**src/rtl/nibble_serial_alu_ctrl_pkg.sv**
```systemverilog
// Shared constants for the nibble-serial add/subtract sequencer.
package nibble_serial_alu_ctrl_pkg;

  typedef enum logic [1:0] {
    ST_IDLE = 2'd0,
    ST_ADD  = 2'd1,
    ST_DONE = 2'd2
  } alu_state_e;

  localparam int NIBBLES_DEFAULT = 4;

endpackage

```
**src/rtl/nibble_serial_alu_ctrl_add4.sv**
```systemverilog
// Combinational 4-bit ripple adder; exposes the carry into bit 3 for overflow detection.
module nibble_add4 (
  input  logic [3:0] a,
  input  logic [3:0] b,
  input  logic       cin,
  output logic [3:0] s,
  output logic       c3,
  output logic       cout
);

  logic [4:0] c;

  always_comb begin
    c[0] = cin;
    for (int i = 0; i < 4; i++) begin
      s[i]   = a[i] ^ b[i] ^ c[i];
      c[i+1] = (a[i] & b[i]) | (a[i] & c[i]) | (b[i] & c[i]);
    end
    c3   = c[3];
    cout = c[4];
  end

endmodule

```
**src/rtl/nibble_serial_alu_ctrl.sv**
```systemverilog
// Wide add/subtract sequencer sharing one nibble adder over NIBBLES cycles, LSB nibble first.
// state   | meaning
// IDLE    | waiting for iSTART, result outputs held
// ADD     | one nibble processed per cycle
// DONE    | one-cycle oDONE pulse, then back to IDLE
module nibble_serial_alu_ctrl
  import nibble_serial_alu_ctrl_pkg::*;
#(
  parameter int NIBBLES = NIBBLES_DEFAULT
) (
  input  logic                 iCLK_50,
  input  logic                 iRST_n,
  input  logic                 iSTART,
  input  logic                 iSUB,
  input  logic [4*NIBBLES-1:0] iA,
  input  logic [4*NIBBLES-1:0] iB,
  output logic [4*NIBBLES-1:0] oSUM,
  output logic                 oCARRY,
  output logic                 oOVF,
  output logic                 oBUSY,
  output logic                 oDONE,
  output logic [2:0]           oIDX
);

  localparam int W = 4 * NIBBLES;
  localparam logic [2:0] IDX_LAST = 3'(NIBBLES - 1);

  alu_state_e     state_q, state_d;
  logic [W-1:0]   a_q, a_d, b_q, b_d, res_q, res_d, sum_q, sum_d;
  logic           carry_q, carry_d;
  logic [2:0]     idx_q, idx_d;
  logic           cout_q, cout_d, ovf_q, ovf_d, busy_q, busy_d, done_q, done_d;

  logic [3:0]     add_s;
  logic           add_c3, add_cout;
  logic [W-1:0]   res_shift;

  nibble_add4 u_add4 (
    .a    (a_q[3:0]),
    .b    (b_q[3:0]),
    .cin  (carry_q),
    .s    (add_s),
    .c3   (add_c3),
    .cout (add_cout)
  );

  assign res_shift = {add_s, res_q[W-1:4]};

  always_comb begin
    state_d = state_q;
    a_d     = a_q;
    b_d     = b_q;
    res_d   = res_q;
    sum_d   = sum_q;
    carry_d = carry_q;
    idx_d   = idx_q;
    cout_d  = cout_q;
    ovf_d   = ovf_q;
    busy_d  = busy_q;
    done_d  = 1'b0;
    case (state_q)
      ST_IDLE: begin
        if (iSTART) begin
          a_d     = iA;
          // subtract as A + ~B + 1: the +1 enters through the carry register
          b_d     = iSUB ? ~iB : iB;
          carry_d = iSUB;
          idx_d   = 3'd0;
          busy_d  = 1'b1;
          state_d = ST_ADD;
        end
      end
      ST_ADD: begin
        res_d   = res_shift;
        a_d     = {4'b0, a_q[W-1:4]};
        b_d     = {4'b0, b_q[W-1:4]};
        carry_d = add_cout;
        idx_d   = idx_q + 3'd1;
        if (idx_q == IDX_LAST) begin
          sum_d   = res_shift;
          cout_d  = add_cout;
          ovf_d   = add_c3 ^ add_cout;
          idx_d   = 3'd0;
          busy_d  = 1'b0;
          done_d  = 1'b1;
          state_d = ST_DONE;
        end
      end
      ST_DONE: begin
        state_d = ST_IDLE;
      end
      default: begin
        busy_d  = 1'b0;
        state_d = ST_IDLE;
      end
    endcase
  end

  always_ff @(posedge iCLK_50 or negedge iRST_n) begin
    if (!iRST_n) begin
      state_q <= ST_IDLE;
      a_q     <= '0;
      b_q     <= '0;
      res_q   <= '0;
      sum_q   <= '0;
      carry_q <= 1'b0;
      idx_q   <= 3'd0;
      cout_q  <= 1'b0;
      ovf_q   <= 1'b0;
      busy_q  <= 1'b0;
      done_q  <= 1'b0;
    end else begin
      state_q <= state_d;
      a_q     <= a_d;
      b_q     <= b_d;
      res_q   <= res_d;
      sum_q   <= sum_d;
      carry_q <= carry_d;
      idx_q   <= idx_d;
      cout_q  <= cout_d;
      ovf_q   <= ovf_d;
      busy_q  <= busy_d;
      done_q  <= done_d;
    end
  end

  assign oSUM   = sum_q;
  assign oCARRY = cout_q;
  assign oOVF   = ovf_q;
  assign oBUSY  = busy_q;
  assign oDONE  = done_q;
  assign oIDX   = (state_q == ST_ADD) ? idx_q : 3'd0;

endmodule

```
**config.mk**
```make
export PLATFORM = sky130hd
export DESIGN_NAME = nibble_serial_alu_ctrl
export DESIGN_NICKNAME = d
export VERILOG_FILES = /design/src/rtl/nibble_serial_alu_ctrl_pkg.sv /design/src/rtl/nibble_serial_alu_ctrl_add4.sv /design/src/rtl/nibble_serial_alu_ctrl.sv
export SDC_FILE = /design/constraint.sdc
export NUM_CORES = 1
export LEC_CHECK = 0
export ABC_AREA = 1
export BUFFER_PORTS_ARGS = -buffer_cell sky130_fd_sc_hd__clkbuf_2
export CAP_MARGIN = 10
export CORE_ASPECT_RATIO = 0.9
export CORE_MARGIN = 1
export CORE_UTILIZATION = 35
export CTS_CLUSTER_DIAMETER = 40
export CTS_CLUSTER_SIZE = 16
export DETAILED_ROUTE_END_ITERATION = 7
export HOLD_SLACK_MARGIN = 0.15
export PLACE_DENSITY = 0.56
export SLEW_MARGIN = 20
export SYNTH_ARGS = -nofsm -noshare
export SYNTH_HDL_FRONTEND = slang
export SYNTH_SLANG_ARGS = --single-unit
export TNS_END_PERCENT = 100
```
**constraint.sdc**
```tcl
create_clock -name iCLK_50 -period 3.4 [get_ports iCLK_50]
set_input_delay 0.34 -clock iCLK_50 [delete_from_list [all_inputs] [get_ports iCLK_50]]
set_output_delay 0.34 -clock iCLK_50 [all_outputs]
set_load 0.02 [all_outputs]
```
After elaboration in Yosys (flattened, before gate mapping)
Cells that the tools add are included.
- equal/unequal tests: 5
- mux-type cells: 19
- $add $sub $neg: 1
- reduce and logical (&&, ||, !) cells: 6
- bitwise logic cells: 31
- operators with widths (cell ; number):
    16-bit case mux with 2 select lines ; 2
    16-bit two-way mux ; 3
    16-bit inverter ; 1
    1-bit AND ; 12
    3-bit two-way mux ; 3
    1-bit bitwise XOR ; 9
    1-bit OR ; 8
    3-bit case mux with 2 select lines ; 1
    2-bit AND reduction ; 3
    1-bit two-way mux ; 5
    2-bit two-way mux ; 2
    2-bit inequality test, second input constant ; 2
    2-bit case mux with 2 select lines ; 1
    3-bit by 1-bit adder with 3-bit output, second input constant ; 1
    3-bit by 2-bit == test with 1-bit output, second input constant ; 1
    1-bit case mux with 3 select lines ; 1
    3-bit AND reduction ; 1
    2-bit by 1-bit == test with 1-bit output, second input constant ; 1
    2-bit == test, second input constant ; 1
    2-bit zero test ; 1
    1-bit case mux with 2 select lines ; 1
    2-bit nonzero test ; 1
    1-bit inverter ; 1
- output and inout bits: 23
- bits of input ports: 36
- word-level logic and storage cells: 73
- register bits after elaboration: 74

Depth between registers and ports, before layout
Gate-level depths: netlist of run 1.
- depth after elaboration: 13
- mapped depth: 10
- mapped depth without buffers: 10

Hierarchy
A second synthesis of run 1 with hierarchy kept.
- cell total of the unflattened synthesis: 413
- area, all modules: 3323.2 um^2
- modules (own cells, without submodules) (module ; cells each ; seq. area each (um^2) ; area an instance (um^2) ; times used):
    nibble_serial_alu_ctrl ; 399 ; 1751.7 ; 3205.6 ; 1
    nibble_add4 ; 14 ; 0.0 ; 117.6 ; 1

Worst setup path before layout of run 1
No wires, ideal clock.
- path kind: reg-to-reg
- start: register a_q[0]
- end: register res_q[15]
- buffers on the path: 0
- data required time: 3.317 ns
- data arrival time: 2.023 ns
- setup time: 0.083 ns
- setup slack: 1.295 ns
- cell stages (with the launch flop): 9
- path through: dfrtp_1 inv_1 fa_1 inv_1 fa_1 fa_1 inv_1 fa_1 o21ai_0
- word-level cells in the longest chain between the ends: 10
- elaborated cells on any way between the ends: 13
- those cells by class: bitwise (13)
- ends and longest elaborated chain (item ; RTL line ; RTL):
    from (decl) ; nibble_serial_alu_ctrl.sv:29 ; logic [W-1:0] a_q, a_d, b_q, b_d, res_q, res_d, sum_q, sum_d;
    from (signal assigned) ; nibble_serial_alu_ctrl.sv:102 ; a_q <= '0;
    from (signal assigned) ; nibble_serial_alu_ctrl.sv:114 ; a_q <= a_d;
    1-bit AND ; nibble_serial_alu_ctrl_add4.sv:17 ; c[i+1] = (a[i] & b[i]) | (a[i] & c[i]) | (b[i] & c[i]);
    1-bit OR (*) (2 in series) ; nibble_serial_alu_ctrl_add4.sv:17 ;
    1-bit AND ; nibble_serial_alu_ctrl_add4.sv:17 ;
    1-bit OR ; nibble_serial_alu_ctrl_add4.sv:17 ;
    1-bit OR (*) ; nibble_serial_alu_ctrl_add4.sv:17 ;
    1-bit AND ; nibble_serial_alu_ctrl_add4.sv:17 ;
    1-bit OR ; nibble_serial_alu_ctrl_add4.sv:17 ;
    1-bit OR (*) ; nibble_serial_alu_ctrl_add4.sv:17 ;
    1-bit bitwise XOR (*) ; nibble_serial_alu_ctrl_add4.sv:16 ; s[i] = a[i] ^ b[i] ^ c[i];
    to (signal assigned) ; nibble_serial_alu_ctrl.sv:116 ; res_q <= res_d;
    to (decl) ; nibble_serial_alu_ctrl.sv:29 ;
Mark *: on every way between the ends. The rest lies on a longest branch, timed or not.
A chain may end at the register's enable or synchronous reset.

Worst setup path in the final report of run 1
- start: register a_q[0]
- end: register sum_q[15] (netlist: oSUM[15])
- word-level cells in the longest chain between the ends: 10
- elaborated cells on any way between the ends: 13
- those cells by class: bitwise (13)
- ends and longest elaborated chain (item ; RTL line ; RTL):
    1-bit AND ; nibble_serial_alu_ctrl_add4.sv:17 ;
    1-bit OR (*) (2 in series) ; nibble_serial_alu_ctrl_add4.sv:17 ;
    1-bit AND ; nibble_serial_alu_ctrl_add4.sv:17 ;
    1-bit OR ; nibble_serial_alu_ctrl_add4.sv:17 ;
    1-bit OR (*) ; nibble_serial_alu_ctrl_add4.sv:17 ;
    1-bit AND ; nibble_serial_alu_ctrl_add4.sv:17 ;
    1-bit OR ; nibble_serial_alu_ctrl_add4.sv:17 ;
    1-bit OR (*) ; nibble_serial_alu_ctrl_add4.sv:17 ;
    1-bit bitwise XOR (*) ; nibble_serial_alu_ctrl_add4.sv:16 ;
    to (signal assigned) ; nibble_serial_alu_ctrl.sv:117 ; sum_q <= sum_d;
    to (decl) ; nibble_serial_alu_ctrl.sv:29 ;
Marks and branches as above.

==> qor.txt, run 1 <==
Slew Viols, Final: 0
Period utilisation layout: 66.7%
Worst r2r src: a_q[0]
Unrepaired setup endpoints after global routing: no
Status: completed
FMAX: 441 MHz
Maximum root-to-sink buffer count: 2
Setup crit start: a_q[0]
Die W: 104 um
Area Growth Syn to Fin: 16.5%
Startpoint type of the worst setup path: flip-flop
Met1 usage: 20.3%
Most crowded layer after global routing: met2
Resized Gates After CTS: 0
Clock tree sinks: 70
Count of different cell masters after synthesis: 19
Slew @ Worst Pin: 0.948 ns
Final hold violations: 0
Max_cap viols: 0
WP data arrival: 2.56 ns
Syn Inst Count: 402
Mapped cell area: 3290 um2
GR Overflow Total: 0
Layout cell share with drive strength beyond 1: 18.7%
Clock latency on the worst-skew pair: 0.35 ns
Critical Path RT: 3.69 ns
Worst Path Buf+Inv: 4
Global Route Usage Sum: 15.9%
Antenna-violating nets left: 0
Met2 Usage GRT: 25.1%
Vias/cell: 4.57
Number of synthesized register bits: 70
Leak Pwr: 2.13 nW
Num CTS Buffers: 9
Hold path startpoint: iA[15]
Skew final: 0.00604 ns
Largest net degree at the start of global routing: 55
Die height: 94.0 um
Routed len/inst: 12.3 um
Crit path kind: flip-flop to flip-flop
Buffers on Ports: 58
Clk root buf: clkbuf_8
Core area: 9130 um2
Placed Area: 3640 um2
Cell Rows: 33
Critical path endpoint category: flip-flop
Met3 GRT Util: 5.96%
Vias in the first global route: 2482
CTS tree: done
First-pass GRT wire length: 11.9 mm
H-tree depth: 3
GPL Wtd Cong: 0.737
Synth Warn #: 0
Antenna Cells: 0
CP max-delay cell: fa_1
Critical-path maximum fanout: 2
Setup TNS: 0 ns
First-pass DRT Iterations: 4
Worst rel slew slack: 36.6%
Mean Syn Cell Area: 8.19 um2
CP max stage delay: 0.42 ns
Cts hold-fix bufs: 1
Commonest non-fill, non-tap cell in the layout: nand2_1
Most frequent cells in the layout: 167 x nand2_1, 72 x nand3_1, 70 x dfrtp_1
Hold Crit Class: primary input to flip-flop
Syn_nets: 443
# IOs: 59
Number of DRC markers in iteration 0: 108
Final instance area: 3840 um2
Detailed Place HPWL: 4.57 mm
Final nets: 496
Period minus WS final: 2.27 ns
Setup Viol. Count Final: 0
DR vias: 2660
Max VDD drop: 0.000333 V
Clk pin slew, worst setup/hold paths: 0.07 ns
Final WL: 7.13 mm
Die area: 9800 um2
Critical Path, Cell by Cell: inv_1 > fa_1 > inv_1 > fa_1 > fa_1 > inv_1 > fa_1 > inv_1 > nand2_1 > nand2_1
Post-synthesis sequential area ratio: 53.2%
Pwr per Cell Area: 856 nW/um2
CP top delay family: adder cells
DRC Markers: 0
Antenna violations before repair: 0
Initial Util: 36.1%
Post CTS Setup Buffer Count: 0
==> worst paths after layout <==
kind | endpoint | slack (ns) | cells after the start
max reg2reg | oSUM[15] | 1.13 | 10
min | a_q[15] | 0.18 | 3
min reg2reg | oSUM[3] | 0.47 | 2
max | oSUM[15] | 1.13 | 10
max in group asynchronous | oSUM[12] | 1.95 | 3
min in group asynchronous | idx_q[2] | 0.66 | 2
==> layer usage <==
layer | wire length, um | part of all wire (%)
met1 | 3410 | 48
met2 | 3300 | 46
met3 | 339 | 4.8
met4 | 85 | 1.2
met5 | 0 | 0
==> report_power, final <==
part / switching, mW / leakage, nW / internal, mW / total [mW]
clock network: 0.319 / 0.0948 / 0.333 / 0.652
registers: 0.194 / 0.905 / 1.17 / 1.37
logic: 0.853 / 1.13 / 0.412 / 1.27
==> cells by family (layout without fill, tap and decap cells) <==
| family | after synthesis | count (layout) | share of synthesized area [%] |
|---|---|---|---|
| simple gates | 251 | 251 | 32.5 |
| flops | 70 | 70 | 53.2 |
| buf+inv | 57 | 115 | 8.02 |
| compound gates | 14 | 14 | 2.13 |
| fa+ha+maj | 5 | 5 | 2.81 |
| xor+xnor | 5 | 5 | 1.33 |
==> per-stage QoR <==
stage	worst slack [ns]	hold slack, ns	total power, mW	util [%]	std cells
6_report	1.13	0.181	3.28	42.0	582
2_1_floorplan	1.29	0.0444	2.34	-	402
4_1_cts	1.13	0.176	3.33	42.0	582
3_5_place_dp	1.16	0.459	2.67	39.9	565
5_1_grt	1.04	0.171	3.57	42.0	582
3_3_place_gp	1.23	0.454	2.63	39.9	565
==> registers in the layout (all words and copies together), names as in the netlist <==
signal and flops:
a_q 16, b_q 16, oSUM 16, res_q 12, idx_q 3, state_q 2
carry_q 1, oBUSY 1, oCARRY 1, oDONE 1, oOVF 1
==> synthesized netlist by cell type <==
cell      instances  area (um2)
ha_1              1        12.5
nand2_4           1        11.3
nand2_2           3        18.8
nand2_1         167         627
nor2_1            6        22.5
nor2_8            1        20.0
fa_1              4        80.1
o21ai_0          13        65.1
xor2_1            4        35.0
buf_2            16        80.1
inv_2             2        7.51
dfrtp_1          70        1750
nand3_1          72         360
a21oi_1           1        5.00
buf_6             4        45.0
inv_1            34         128
xnor2_1           1        8.76
clkbuf_1          1        3.75
nor2_4            1        11.3
==> final cells by class <==
| class | count | area [um2] |
|---|---|---|
| repair buffers | 63 | 330 |
| clock inverters | 7 | 65.1 |
| multi-input cells | 275 | 1280 |
| well taps | 122 | 153 |
| clock buffers | 9 | 124 |
| fillers | 970 | 5290 |
| inverters | 36 | 135 |
| flip-flops and latches | 70 | 1750 |
==> worst reg2reg max path: stages (launching register included) <==
cell     delay [ns]
dfrtp_1        0.38
inv_1          0.09
fa_1           0.18
inv_1          0.05
fa_1           0.38
fa_1           0.42
inv_1          0.09
fa_1           0.42
inv_1          0.06
nand2_1        0.05
nand2_1        0.08
(Power assumes the default switching activity.)
==> run 2: changes to the inputs <==
clock period = 2.1 ns   (was 3.4 ns; I/O delays follow)
==> run 2 against run 1 <==
The run now ends with negative setup slack left. Critical path depth stayed put. Register-to-register slack worse by 1.1 ns. Core utilization is 3.0 points higher. Count of clock-buffer cells in the layout is 1 higher. Critical endpoint unchanged. Non-clock buffer count is 26 higher. Clock skew is 0.0058 ns higher. Sequential share of layout area is 3.1 points lower. Fmax is 8.0% higher. Routed wire length is 1.6% higher. Largest cell class unchanged. Sequential power is 62% higher. Via count is 4.4% higher.
==> qor.txt, run 2 (synthesized netlist as in run 1, its figures left out) <==
CP top delay family: adder cells
Hold Crit Class: primary input to flip-flop
Final WL: 7.25 mm (+1.6%)
Vias/cell: 4.57 (-0.10%)
DRC Markers: 0 (unchanged)
Period utilisation layout: 100% (+33 points)
Buffers on Ports: 58 (unchanged)
Period minus WS final: 2.10 ns (-0.168 ns)
Worst rel slew slack: 65.4% (+29 points)
Layout cell share with drive strength beyond 1: 20.2% (+1.5 points)
Setup Viol. Count Final: 1 (+1)
Die height: 94.0 um (unchanged)
Cell Rows: 33 (unchanged)
Most common cell on crit path: fa_2
GPL Wtd Cong: 0.734 (-0.45%)
Worst Path Buf+Inv: 4 (unchanged)
R2R Setup Slk: -0.001 ns (-1.13 ns)
Critical path endpoint category: flip-flop
Violated checks: negative setup slack
Routed len/inst: 11.9 um (-2.7%)
Final WS setup: -0.00126 ns (-1.13 ns)
FMAX: 476 MHz (+8.0%)
Num CTS Buffers: 9 (unchanged)
Number of DRC markers in iteration 0: 107 (-0.93%)
Worst hold slack: 0.186 ns (+0.00515 ns)
Slew @ Worst Pin: 0.519 ns (-0.429 ns)
Global Route Usage Sum: 16.1% (+0.19 points)
DR vias: 2776 (+4.4%)
Core area: 9130 um2 (unchanged)
Startpoint type of the worst setup path: flip-flop
First-pass DRT Iterations: 4 (unchanged)
Max VDD drop: 0.000465 V (+39%)
Area Growth Syn to Fin: 24.8%
Setup TNS: -0.00126 ns (-0.00126 ns)
Clock latency on the worst-skew pair: 0.34 ns (about the same)
Slew Viols, Final: 0 (unchanged)
CTS tree: done
Final nets: 522 (+5.2%)
Status: complete, but fails checks
Clk root buf: clkbuf_8
Largest net degree at the start of global routing: 42 (-24%)
Die W: 104 um (unchanged)
Leak Pwr: 2.25 nW (+5.7%)
CP max stage delay: 0.52 ns (+0.10 ns)
Skew final: 0.0119 ns (+0.00582 ns)
Placed Area: 3690 um2 (+1.4%)
# IOs: 59 (unchanged)
First-pass GRT wire length: 12.3 mm (+3.3%)
Antenna Cells: 0 (unchanged)
Clock tree sinks: 70 (unchanged)
Most frequent cells in the layout: 167 x nand2_1, 72 x nand3_1, 70 x dfrtp_1
Pwr per Cell Area: 1320 nW/um2 (+55%)
Die area: 9800 um2 (unchanged)
Antenna-violating nets left: 0 (unchanged)
GR Overflow Total: 0 (unchanged)
H-tree depth: 3 (unchanged)
Detailed Place HPWL: 4.72 mm (+3.2%)
Crit path kind: flip-flop to flip-flop
Critical Path, Cell by Cell: inv_2 > fa_1 > inv_1 > fa_2 > fa_2 > inv_2 > fa_2 > inv_1 > nand2_1 > nand2_1
Critical Path RT: 2.33 ns (-1.36 ns)
Final instance area: 4110 um2 (+7.2%)
Max_cap viols: 0 (unchanged)
WP data arrival: 2.33 ns (-0.23 ns)
Commonest non-fill, non-tap cell in the layout: nand2_1
Antenna violations before repair: 0 (unchanged)
Vias in the first global route: 2610 (+5.2%)
Initial Util: 36.1% (unchanged)
Maximum root-to-sink buffer count: 2 (unchanged)
Unrepaired setup endpoints after global routing: yes
CP max-delay cell: fa_2
Clk pin slew, worst setup/hold paths: 0.07 ns (about the same)
Final hold violations: 0 (unchanged)
Critical-path maximum fanout: 2 (unchanged)
==> run 2: layout make-up <==
class	instances	area, um2
multi-input combinational	275	1280
timing repair buffer	89	588
inverter	36	135
clock buffer	10	138
fill	941	5010
clock inverter	6	61.3
tap	122	153
sequential	70	1750
==> run 2: metal layers <==
metal  part of all wire [%]  global-route usage [%]
met5                      0                       0
met4                   0.76                    5.12
met3                    4.1                    3.81
met2                     48                    26.7
met1                     47                    20.8
==> run 2: timing repair <==
action | CTS | global route
gates cloned | 0 | 0
setup buffers | 1 | 0
setup endpoints to repair | 2 | 5
gates resized for setup | 4 | 2
endpoints found under the hold margin | 41 | 0
hold buffers | 21 | 0
pin swaps | 2 | 1
==> run 2: final timing paths <==
kind | startpoint | cells past startpoint | endpoint
max in group asynchronous | iRST_n | 3 | oSUM[14]
min in group asynchronous | iRST_n | 2 | oSUM[2]
worst min-delay path | iB[11] | 5 | b_q[11]
worst max-delay path | a_q[0] | 10 | oSUM[15]
worst min register to register | oSUM[2] | 2 | oSUM[2]
worst max register to register | a_q[0] | 10 | oSUM[15]
==> run 2: worst min-delay path, cell delays in order <==
cell      delay, ns
clkbuf_2       0.09
nand2_1        0.05
nand2_1        0.05
nand2_1        0.04
nand3_1        0.05
==> run 2: power breakdown <==
| part | leakage, nW | switching [mW] | internal (mW) |
|---|---|---|---|
| Sequential | 0.905 | 0.326 | 1.90 |
| Clock | 0.102 | 0.504 | 0.576 |
| Combinational | 1.25 | 1.39 | 0.750 |
==> run 2: per-stage QoR <==
stage	total power [mW]	utilization [%]	setup WS, ns	instances
3_5_place_dp	4.37	40.4	-0.0465	570
5_1_grt	5.93	45.1	-0.118	608
2_1_floorplan	3.79	-	0.0436	402
4_1_cts	5.52	45.0	-0.0151	608
3_3_place_gp	4.31	40.4	-0.0166	570
6_report	5.44	45.1	-0.00126	608
